File: src/rtl/filter_output_sink.sv
// Receive end of the IIR datapath: requantizes each 64-bit filter output to a
// saturated 8-bit sample and buffers it in a show-ahead FIFO for a valid/ready consumer.
module filter_output_sink #(
  parameter int unsigned IN_W  = 64,
  parameter int unsigned OUT_W = 8,
  parameter int unsigned FRAC  = 16,
  parameter int unsigned DEPTH = 8
) (
  input  logic                       clk,
  input  logic                       rst,
  input  logic                       sample_en,
  input  logic [IN_W-1:0]            data_in,
  output logic [OUT_W-1:0]           out_data,
  output logic                       out_valid,
  input  logic                       out_ready,
  output logic [$clog2(DEPTH+1)-1:0] fifo_count,
  output logic                       overflow,
  output logic [15:0]                sat_count
);

  localparam int unsigned AW = $clog2(DEPTH);
  localparam int unsigned CW = $clog2(DEPTH+1);

  // Requantizer constants on IN_W+1 bits so adding the rounding half never wraps.
  localparam logic signed [IN_W:0] HALF  = (IN_W+1)'(1) << (FRAC-1);
  localparam logic signed [IN_W:0] MAX_R = (IN_W+1)'((1 << (OUT_W-1)) - 1);
  localparam logic signed [IN_W:0] MIN_R = ~MAX_R;

  // Pipeline state
  logic              s1_vld_q, s1_vld_d;
  logic [IN_W-1:0]   s1_data_q;
  logic              s2_vld_q, s2_vld_d;
  logic [OUT_W-1:0]  s2_data_q;
  logic              s2_sat_q;

  // FIFO state
  logic [OUT_W-1:0]  mem_q [DEPTH];
  logic [AW-1:0]     wr_ptr_q, wr_ptr_d;
  logic [AW-1:0]     rd_ptr_q, rd_ptr_d;
  logic [CW-1:0]     count_q, count_d;
  logic              ovf_q, ovf_d;
  logic [15:0]       sat_q, sat_d;

  // Requantization of the S1 register
  logic signed [IN_W:0] ext_s;
  logic signed [IN_W:0] rnd_s;
  logic [OUT_W-1:0]     q_res;
  logic                 q_sat;

  always_comb begin
    ext_s = {s1_data_q[IN_W-1], s1_data_q};
    rnd_s = (ext_s + HALF) >>> FRAC;
    q_res = rnd_s[OUT_W-1:0];
    q_sat = 1'b0;
    if (rnd_s > MAX_R) begin
      q_res = {1'b0, {(OUT_W-1){1'b1}}};
      q_sat = 1'b1;
    end else if (rnd_s < MIN_R) begin
      q_res = {1'b1, {(OUT_W-1){1'b0}}};
      q_sat = 1'b1;
    end
  end

  // FIFO control; a push into a full FIFO is accepted only when a pop frees a slot.
  logic full;
  logic pop;
  logic push;
  logic drop;

  always_comb begin
    full     = (count_q == CW'(DEPTH));
    pop      = (count_q != '0) && out_ready;
    push     = s2_vld_q && (!full || pop);
    drop     = s2_vld_q && full && !pop;

    s1_vld_d = sample_en;
    s2_vld_d = s1_vld_q;

    wr_ptr_d = push ? wr_ptr_q + AW'(1) : wr_ptr_q;
    rd_ptr_d = pop  ? rd_ptr_q + AW'(1) : rd_ptr_q;

    count_d  = count_q;
    case ({push, pop})
      2'b10:   count_d = count_q + CW'(1);
      2'b01:   count_d = count_q - CW'(1);
      default: count_d = count_q;
    endcase

    ovf_d    = ovf_q | drop;

    sat_d    = sat_q;
    if (s2_vld_q && s2_sat_q && (sat_q != '1)) begin
      sat_d = sat_q + 16'd1;
    end
  end

  always_ff @(posedge clk) begin
    if (!rst) begin
      s1_vld_q <= 1'b0;
      s2_vld_q <= 1'b0;
      wr_ptr_q <= '0;
      rd_ptr_q <= '0;
      count_q  <= '0;
      ovf_q    <= 1'b0;
      sat_q    <= '0;
    end else begin
      s1_vld_q <= s1_vld_d;
      s2_vld_q <= s2_vld_d;
      wr_ptr_q <= wr_ptr_d;
      rd_ptr_q <= rd_ptr_d;
      count_q  <= count_d;
      ovf_q    <= ovf_d;
      sat_q    <= sat_d;
    end
  end

  // Datapath registers carry no reset; their valid bits qualify them.
  always_ff @(posedge clk) begin
    if (sample_en) begin
      s1_data_q <= data_in;
    end
    if (s1_vld_q) begin
      s2_data_q <= q_res;
      s2_sat_q  <= q_sat;
    end
    if (rst && push) begin
      mem_q[wr_ptr_q] <= s2_data_q;
    end
  end

  always_comb begin
    out_valid  = (count_q != '0);
    out_data   = out_valid ? mem_q[rd_ptr_q] : '0;
    fifo_count = count_q;
    overflow   = ovf_q;
    sat_count  = sat_q;
  end

endmodule

File: config.mk
export PLATFORM = sky130hd
export DESIGN_NAME = filter_output_sink
export DESIGN_NICKNAME = d
export VERILOG_FILES = /design/src/rtl/filter_output_sink.sv
export SDC_FILE = /design/constraint.sdc
export NUM_CORES = 1
export LEC_CHECK = 0
export ABC_AREA = 0
export ABC_CLOCK_PERIOD_IN_PS = 5450
export CAP_MARGIN = 10
export CORE_ASPECT_RATIO = 0.7
export CORE_MARGIN = 2
export CORE_UTILIZATION = 39
export DETAILED_ROUTE_END_ITERATION = 7
export GPL_TIMING_DRIVEN = 0
export PLACE_DENSITY_LB_ADDON = 0.12
export RECOVER_POWER = 100
export SLEW_MARGIN = 20
export SYNTH_ARGS = -nofsm -noshare
export SYNTH_HDL_FRONTEND = slang
export SYNTH_SLANG_ARGS = --single-unit
File: constraint.sdc
create_clock -name clk -period 5.45 [get_ports clk]
set_input_delay 0.545 -clock clk [delete_from_list [all_inputs] [get_ports clk]]
set_output_delay 0.545 -clock clk [all_outputs]
set_load 0.1 [all_outputs]
# After elaboration in Yosys (flattened, before gate mapping)
# Memory sizes are Yosys's and may differ from the RTL's. A register that Yosys moved wholly into a read port is not among the register bits.
# Cells that the tools add are included.
# classes
add_sub_neg	6
n_reduce_logical	12
muxes	8
n_lt_le_gt_ge	2
eq_ne	4
n_bitwise	1
# op_table
cell	n
64-bit by 17-bit adder with 65-bit output (second input constant)	1
49-bit by 8-bit > comparator with 1-bit output (second input constant)	1
49-bit by 8-bit less-than comparator with 1-bit output (second input constant)	1
16-bit by 1-bit adder with 16-bit output (second input constant)	1
8-bit 2-to-1 mux	2
16-bit inequality test (second input constant)	1
4-bit one-hot mux with 2 select lines	1
1-bit logical AND	7
3-bit by 1-bit adder with 3-bit output (second input constant)	2
3-bit 2-to-1 mux	2
4-bit by 1-bit adder with 4-bit output (second input constant)	1
4-bit equality test (second input constant)	1
4-bit nonzero test	1
4-bit by 1-bit subtractor with 4-bit output (second input constant)	1
1-bit 2-to-1 mux	3
2-bit by 1-bit equality test with 1-bit output (second input constant)	1
2-bit equality test (second input constant)	1
1-bit logical NOT	2
2-bit nonzero test	1
1-bit logical OR	1
1-bit OR	1
# word_totals
reg_bits	102
output_inout_bits	30
in_bits	68
mem_count	1
ram_bits	64
wordCells	44
# memory_table
name	depth	word_bits	read_ports	rd_ports_with_merged_regs	wr	line	text
mem_q	8	8	1	1	1	37	logic [OUT_W-1:0] mem_q [DEPTH];

# Logic depth before layout (Yosys ltp)
# depth
word_depth	7
mapped_depth	11
ltp_nobuf	11

# Least setup slack after synthesis
# OpenSTA, ideal clock, no wires.
# synth_path
path_type	flip-flop to output port
start	register with a tool-made name
end	output out_data[5]
path_slack_ps	2036
path_buffers	2
t_arrival_ps	2869
t_required_ps	4905
path_stages_with_launch	6
path_cell_list	dfxtp_1 > clkbuf_1 > buf_1 > mux4_2 > mux2i_1 > nor2_1
# synth_lines
item	line	text
end, declared	13	output logic [OUT_W-1:0] out_data,

==> run_results.csv <==
group,metric,value,unit
clock_tree,cts_buffers,17,
pwr,report.power.total,3.35,mW
clock_tree,cts_tree,"yes",
clock_tree,cts_buffer_depth,2,
route,wl_per_cell,18.5,um
run_status,outcome,"finished with violations",
grt,grt_max_degree,38,
cells_and_area,layout_common_cells,"122 x edfxtp_1, 80 x dlygate4sd3_1, 32 x dfxtp_1",
synth,synth_enable_flop_cells,122,
setup_path,startpoint_type,"flop",
route,drt_iter0_drc,448,
pwr,p_per_area,374,mW/mm^2
setup_path,crit_arrival,3740,ps
sta,finClkSkew,12.2,ps
sta,fmax,234,MHz
setup_path,critical_path_class,"flop to output pin",
floorplanning,num_rows,41,
route,vias_per_cell,5.53,
floorplanning,die_area,0.0197,mm^2
clock_tree,insertion_delay,430,ps
cells_and_area,drive_gt1_frac,0.0861,
setup_path,cp.required,4910,ps
grt,grt_usage,0.177,
grt,grt_pass1_wl,26800,um
route,vias,5163,
cells_and_area,mostFrequentLayoutCell,"edfxtp_1",
route,drt.antenna.violating_nets,0,
route,drt_first_pass_iters,5,
clock_tree,cts_resized,0,
floorplanning,die_y,118,um
sta,rsz0062_at_grt,"no",
synth,async_reset_ff_frac,0,
clock_tree,cts_root_buf,"clkbuf_16",
clock_tree,path_clk_slew,70,ps
synth,synth_warnings,0,
grt,antenna_found_initial,0,
synth,synth_nets,655,
sta,min_period,4280,ps
placement,post-place-ws,1440,ps
route,drt_wl_total,17200,um
cells_and_area,area_delta_synth_final,23.4,%
synth,yosysUniqueCellTypes,60,
clock_tree,clock_sinks,154,
cells_and_area,final_nets,760,
sta,slew_viol_final,38,
sta,hold_viol,0,
synth,synth-main-ff-cell,"edfxtp_1",
synth,postSynthCellCount,579,
floorplanning,core,0.0181,mm^2
pwr,p_leak,2.93,nW
sta,period_share,0.785,
floorplanning,die_w,167,um
hold_path,hold_path.class,"flop to flop",
grt,grt_remaining_overflow,0,
clock_tree,hold_buffers,0,
sta,tns,0,ps
synth,seq_area_frac_synth,0.593,
floorplanning,pin_count,98,
clock_tree,cts_setup_buffers,0,
sta,hold_ws,465,ps
job,drv_cap,1,
grt,grt_pass1_vias,4938,
pwr,ir_worst_vdd,304,uV
sta,relSlewSlack,-0.313,
route,drc_errors,0,
setup_path,critPathMaxFanout,10,
run_status,violations,"capacitance limit, slew limit",
synth,syn_area,0.00726,mm^2
placement,place_congestion,0.940,
sta,worstMarginPinSlew,1970,ps
synth,yosys_register_bits,154,
setup_path,critPathCaptureType,"output pin",
cells_and_area,num_antenna_cells,0,
clock_tree,htree_levels,4,
synth,syn_area_per_cell,12.5,um^2
placement,dp_hpwl,12700,um
sta,fin_ws,1170,ps
placement,port_buffers,82,
floorplanning,initial_core_util,0.401,
sta,finalSetupViolations,0,
==> sequential cells by signal, summed over array words and instances (netlist names), 3 cells and up, named ones only <==
register,flops
wr_ptr_q,3
mem_q,64
s2_data_q,8
sat_count,16
fifo_count,4
rd_ptr_q,3
s1_data_q,49
==> where the power goes <==
group	leakage (nW)	total [mW]	internal, mW	switching [mW]
registers	1.40	1.41	1.33	0.0741
clock network	0.281	1.18	0.684	0.494
logic	1.25	0.765	0.240	0.525
total	2.93	3.35	2.26	1.09
==> path summary, 6_finish.rpt <==
| kind | start | endpoint | slack, ps | cells past startpoint |
|---|---|---|---|---|
| setup / recovery | flop | out_data[4] | 1170 | 6 |
| hold reg to reg | overflow | overflow | 460 | 1 |
| hold / removal | overflow | overflow | 460 | 1 |
| setup reg to reg | s1_data_q[34] | s2_data_q[0] | 1170 | 8 |
==> stage by stage <==
stage	instances	cell area, um^2	util
after detailed placement	901	8430	0.466
final	933	8960	0.495
after global routing	933	8960	0.495
after global placement	897	8380	0.463
after CTS	933	9020	0.498
after floorplan	579	7260	-
==> synthesized netlist by cell type, types with 12 or more instances <==
library cell  instances  area share
and3_1               15       0.013
xnor2_1              27       0.033
and2_1               25       0.022
dfxtp_1              32       0.088
clkbuf_1             15      0.0078
nor4_1               16       0.014
nand4_1              29       0.025
inv_1                12      0.0062
o21ai_0              20       0.014
nor2_1               31       0.016
nor3_1               16       0.011
mux4_2               16       0.050
nand2_1              31       0.016
nand3_1              31       0.021
xor2_1               13       0.016
edfxtp_1            122        0.50
==> worst max-delay path, stage by stage (launching register included) <==
cell and delay, ps:
dfxtp_1 310, clkbuf_1 470, clkbuf_1 750, mux4_2 370
mux2i_1 80, nor2_1 120, dlygate4sd3_1 1210
==> area by class of cell <==
class / instances / area (um^2)
Clock inverter: 14 / 158
Fill cell: 1624 / 9150
Buffer: 20 / 77.6
Sequential cell: 154 / 4300
Clock buffer: 18 / 429
Multi-Input combinational cell: 393 / 2820
Tap cell: 236 / 295
Inverter: 12 / 45.0
Timing Repair Buffer: 86 / 831
==> metal layers <==
metal / wire, um / vias to the layer above / track usage
li1: - / 2464 / -
met1: 8660 / 2522 / 0.262
met2: 7330 / 160 / 0.255
met3: 1030 / 17 / 0.0455
met4: 216 / 0 / 0.0528
met5: 0 / - / 0
==> cells by family after synthesis <==
logic type	share of synthesized area
mux	0.0648
flops	0.593
compound gates	0.0779
simple gates	0.185
buf+inv	0.0169
fa+ha+maj	0.0148
xor+xnor	0.0482
No activity file was read; power rests on OpenSTA's default activity.
==> RTL change 1 (same settings) <==
Register the output `fifo_count`, with the module's reset; this adds one clock of latency there. The other outputs are not delayed to match.
--- a/src/rtl/filter_output_sink.sv
+++ b/src/rtl/filter_output_sink.sv
@@ -26,4 +26,6 @@
   localparam logic signed [IN_W:0] MAX_R = (IN_W+1)'((1 << (OUT_W-1)) - 1);
   localparam logic signed [IN_W:0] MIN_R = ~MAX_R;
+
+  logic [$clog2(DEPTH+1)-1:0] fifo_count_d;
 
   // Pipeline state
@@ -132,9 +134,17 @@
     out_valid  = (count_q != '0);
     out_data   = out_valid ? mem_q[rd_ptr_q] : '0;
-    fifo_count = count_q;
+    fifo_count_d = count_q;
     overflow   = ovf_q;
     sat_count  = sat_q;
   end
 
+  always_ff @(posedge clk) begin
+    if (!rst) begin
+      fifo_count <= '0;
+    end else begin
+      fifo_count <= fifo_count_d;
+    end
+  end
+
 endmodule
 
Formal check against the unedited RTL: not equivalent (Yosys sat finds a counterexample within 4 cycles, from zero or initial values and one cycle with rst low).
==> RTL change 1 against the original RTL <==
- the run still ends with max-capacitance violations, max-slew violations left
- final area up 0.45%
- wire length decreased by 8.2%
- clock power down 8%
- cell count shrank 0.54%
- worst setup slack gained 0.035 ns
- sequential cell count is 4 higher
- highest routed layer unchanged
- area after synthesis up 1.3%
- power shrank 2.7%
- core utilization fell by 0.20 points
==> RTL change 1: results (changes against the original RTL) <==
- Adder-cell share of the synthesized area: 0.0146 (-0.000186)
- Final #Nets: 755 (-0.66%)
- DP Area: 8550 µm² (+1.4%)
- Clk_lat worst skew: 0.43 ns (about the same)
- Maximum vdd drop: 0.175 mV (-42%)
- Worst Reg-to-Reg Cells: 8 (unchanged)
- Ys Warns: 0 (unchanged)
- Yosys cell types: 66 (+10%)
- Mux contribution to synthesized area: 0.0684 (+0.00361)
- Synth cell count leaders: edfxtp_1 (122), nand2_1 (40), dfxtp_1 (36)
- Failing checks: max-capacitance violations, max-slew violations
- Vias per cell: 5.34 (-3.6%)
- Register area share after synthesis: 0.596 (+0.00343)
- Rel. slew slack: -0.229 (+0.0842)
- Worst EP arrival: 3.70 ns (-0.04 ns)
- Max-Cap Viols: 1 (unchanged)
- GPL Wtd Cong: 0.857 (-8.8%)
- Overall Global Routing Usage: 0.168 (-0.00928)
- DRT iter0 DRCs: 390 (-13%)
- First-pass GRT wire length: 26100 µm (-2.6%)
- Leakage dissipation: 3.03 nW (+3.1%)
- Fin Clk Skew: 0.0137 ns (+0.00152 ns)
- Vias in the first global route: 4960 (+0.45%)
- Dominant cells by area after synthesis: edfxtp_1 (50%), dfxtp_1 (9.8%), mux4_2 (4.9%)
- XOR/XNOR Fraction of Synth Area: 0.0583 (+0.0101)
- Main synth FF type: edfxtp_1
- Ant diodes: 0 (unchanged)
- Syn Nets: 650 (-0.76%)
- Clk root buf: clkbuf_16
- Reg clk slew, reported paths: 0.07 ns (about the same)
- Routed wirelength normalized by instance count: 17.0 µm (-7.7%)
- Status: complete, but fails checks
- Setup repair bufs after CTS: 0 (unchanged)
- Compound-Gate Fraction of Synth Area: 0.0456 (-0.0323)
- Detailed Place HPWL: 11500 µm (-9.5%)
- Share of layout cells above drive strength 1: 0.104 (+0.0180)
- Htree depth: 4 (unchanged)
- Slew Viols, Final: 38 (unchanged)
[RTL change 1: changes by cell type after synthesis, sizes merged, moves of 5 or more]
cell,delta
nand3,-6
nor3,+6
nand2,+10
and3,-8
and2,+6
buf,+5
o21ai,-5
xnor2,+5
[RTL change 1: final timing paths]
check / startpoint / endpoint / slack [ns]
worst max-delay path: flip-flop / out_data[1] / 1.20
worst min-delay path: overflow / overflow / 0.50
worst max register to register: s1_data_q[20] / s2_data_q[3] / 1.53
worst min register to register: overflow / overflow / 0.50
[RTL change 1: cells by family (layout without fill, tap and decap cells)]
logic type,count (synthesis),count (layout)
AOI/OAI and AO/OA,51,51
xor gates and xnor gates,49,49
adders and majority gates,8,8
buffers and inverters,36,154
DFF,158,158
muxes,30,30
and+or+nand+nor,242,242
[RTL change 1: worst max-delay path, cell delays in order, from the launching register on]
cell           delay, ns
dfxtp_1             0.31
clkbuf_1            0.42
clkbuf_1            0.72
mux4_2              0.40
mux2i_1             0.09
nor2_1              0.11
dlygate4sd3_1       1.21
[RTL change 1: power breakdown]
| group | total [mW] | switching, mW | internal (mW) | leakage [nW] |
|---|---|---|---|---|
| clock network | 1.09 | 0.497 | 0.589 | 0.258 |
| registers | 1.43 | 0.0672 | 1.37 | 1.44 |
| logic | 0.742 | 0.502 | 0.240 | 1.33 |
| total | 3.26 | 1.07 | 2.20 | 3.03 |
[RTL change 1: per-layer routing]
layer / track usage / vias up / share of wire
li1: - / 2406 / -
met1: 0.241 / 2372 / 0.49
met2: 0.251 / 152 / 0.44
met3: 0.0369 / 21 / 0.051
met4: 0.0587 / 0 / 0.016
met5: 0 / - / 0
[RTL change 1: cell type report]
type,instances,area (µm²)
multi-input cells,380,2780
clock inverters,14,106
clock buffers,18,429
plain buffers,23,130
inverters,13,48.8
well taps,236,295
fillers,1602,9260
repair buffers,86,831
flip-flops and latches,158,4380
[RTL change 1: through the flow]
stage,hold WS (ns),cells,worst slack [ns]
2_1_floorplan,0.486,574,2.04
3_3_place_gp,0.489,892,1.38
3_5_place_dp,0.495,896,1.48
4_1_cts,0.520,928,1.03
5_1_grt,0.541,928,0.810
6_report,0.501,928,1.20
==> RTL change 2 (same flow settings) <==
Without the edit above. Set the parameter `IN_W` to 128 (it was 64).
--- a/src/rtl/filter_output_sink.sv
+++ b/src/rtl/filter_output_sink.sv
@@ -2,5 +2,5 @@
 // saturated 8-bit sample and buffers it in a show-ahead FIFO for a valid/ready consumer.
 module filter_output_sink #(
-  parameter int unsigned IN_W  = 64,
+  parameter int unsigned IN_W  = 128,
   parameter int unsigned OUT_W = 8,
   parameter int unsigned FRAC  = 16,
Interface: changed (resized data_in); port bits go from 98 to 162. No check against the original RTL was run, so the function may have changed too.
==> RTL change 2 against the original RTL <==
- the flow still finishes with violations (max-capacitance violations, max-slew violations)
- sequential cell count is 64 higher
- power grew 33%
- worst setup slack worse by 0.98 ns
- final area increased by 68%
- wire length rose to 2.7 times the old value
- area after synthesis is 71% higher
- critical path type is now reg -> reg
- highest routed layer unchanged
==> RTL change 2: results (changes against the original RTL) <==
- Maximum vdd drop: 0.285 mV (-6.0%)
- Clk pwr share: 0.310 (-0.042)
- Dpl cells: 1742 (+93%)
- Vias in the first global route: 10100 (+100%)
- Mux contribution to synthesized area: 0.0415 (-0.0233)
- Clk buf depth: 3 (+1)
- Dominant cells by area after synthesis: edfxtp_1 (45%), dfxtp_1 (5.2%), nand4_1 (4.5%)
- Dpl ws: 0.133 ns (-1.30 ns)
- Slowest CP cell: or4_1
- Max-Cap Viols: 2 (+1)
- FF-to-FF Start: s1_data_q[16]
- Share of layout cells above drive strength 1: 0.0692 (-0.0169)
- Largest net degree at the start of global routing: 65 (+71%)
- Post-Route M1 WL: 22600 µm (+160%)
- Largest register FFs: 113 (+77%)
- Slew Viols, Final: 117 (+210%)
- Overall Global Routing Usage: 0.273 (+0.0960)
- Worst EP arrival: 5.52 ns (+1.78 ns)
- Detailed Place HPWL: 36000 µm (+180%)
- Minimum clock period: 5.26 ns (+0.982 ns)
- Crit Path Class: reg -> reg
- FF-to-FF setup slack: 0.19 ns (-0.98 ns)
- Average cell area after synthesis: 10.6 µm² (-16%)
- Crit path capture type: flip-flop
- Met1 usage: 0.447 (+0.185)
- Adder-cell share of the synthesized area: 0.00868 (-0.00613)
- Final #Nets: 1484 (+95%)
- DRT iter0 DRCs: 1409 (+210%)
- Worst Reg-to-Reg Cells: 12 (+4)
- DP Area: 14500 µm² (+71%)
- Clk_lat worst skew: 0.53 ns (+0.10 ns)
- Vias per cell: 6.19 (+12%)
- Seq group: 2.06 mW (+46%)
- Status: complete, but fails checks
- PortBufs: 146 (+78%)
- XOR/XNOR Fraction of Synth Area: 0.0580 (+0.00972)
- Reg2reg end: s2_data_q[2]
- CP peak stage delay: 0.74 ns (-0.47 ns)
- Routed length on met3: 4450 µm (+330%)
- DR pass1 iterations: 6 (+1)
- Internal power: 3.02 mW (+34%)
- Fin Clk Skew: 0.0132 ns (+0.000965 ns)
- Total Wirelength: 45800 µm (+170%)
- EDFF count, synth: 186 (+52%)
- Rel. slew slack: -0.755 (-0.442)
- Routed met2 length: 17900 µm (+140%)
- CTS Buf Count: 21 (+4)
- Leakage dissipation: 4.50 nW (+53%)
- Htree depth: 1 (-3)
- First-pass GRT wire length: 67400 µm (+150%)
- Failing checks: max-capacitance violations, max-slew violations
- Non-Filler Instances: 1779 (+91%)
- Met2 Use GR: 0.364 (+0.109)
- M3 GR Usage: 0.0555 (+0.00998)
- GPL Wtd Cong: 1.00 (+6.3%)
## RTL change 2: cell types whose count changed in the layout (fill, tap and decap cells not counted), sizes merged, moves of 18 or more
| cell | delta |
|---|---|
| nor2 | +44 |
| edfxtp | +64 |
| nor4 | +60 |
| nor3 | +37 |
| or4 | +18 |
| or3 | +18 |
| clkbuf | +33 |
| xnor2 | +33 |
| nand3 | +43 |
| dlygate4sd3 | +63 |
| nand4 | +62 |
| nand2 | +46 |
## RTL change 2: worst min path at each step
stage	end	slack (ns)	cells after the start
after floorplan	wr_ptr_q[1]	0.47	2
after global placement	overflow	0.45	1
after detailed placement	overflow	0.46	1
after CTS	s1_data_q[60]	0.45	1
after global routing	overflow	0.49	1
final	overflow	0.47	1
## RTL change 2: area by class of cell
class                   count  share of cell area
repair buffers            148              0.0974
multi-input cells         880               0.392
flip-flops and latches    218               0.413
plain buffers              54              0.0145
inverters                  21             0.00523
clock buffers              28              0.0394
well taps                 420              0.0349
clock inverters            10             0.00332
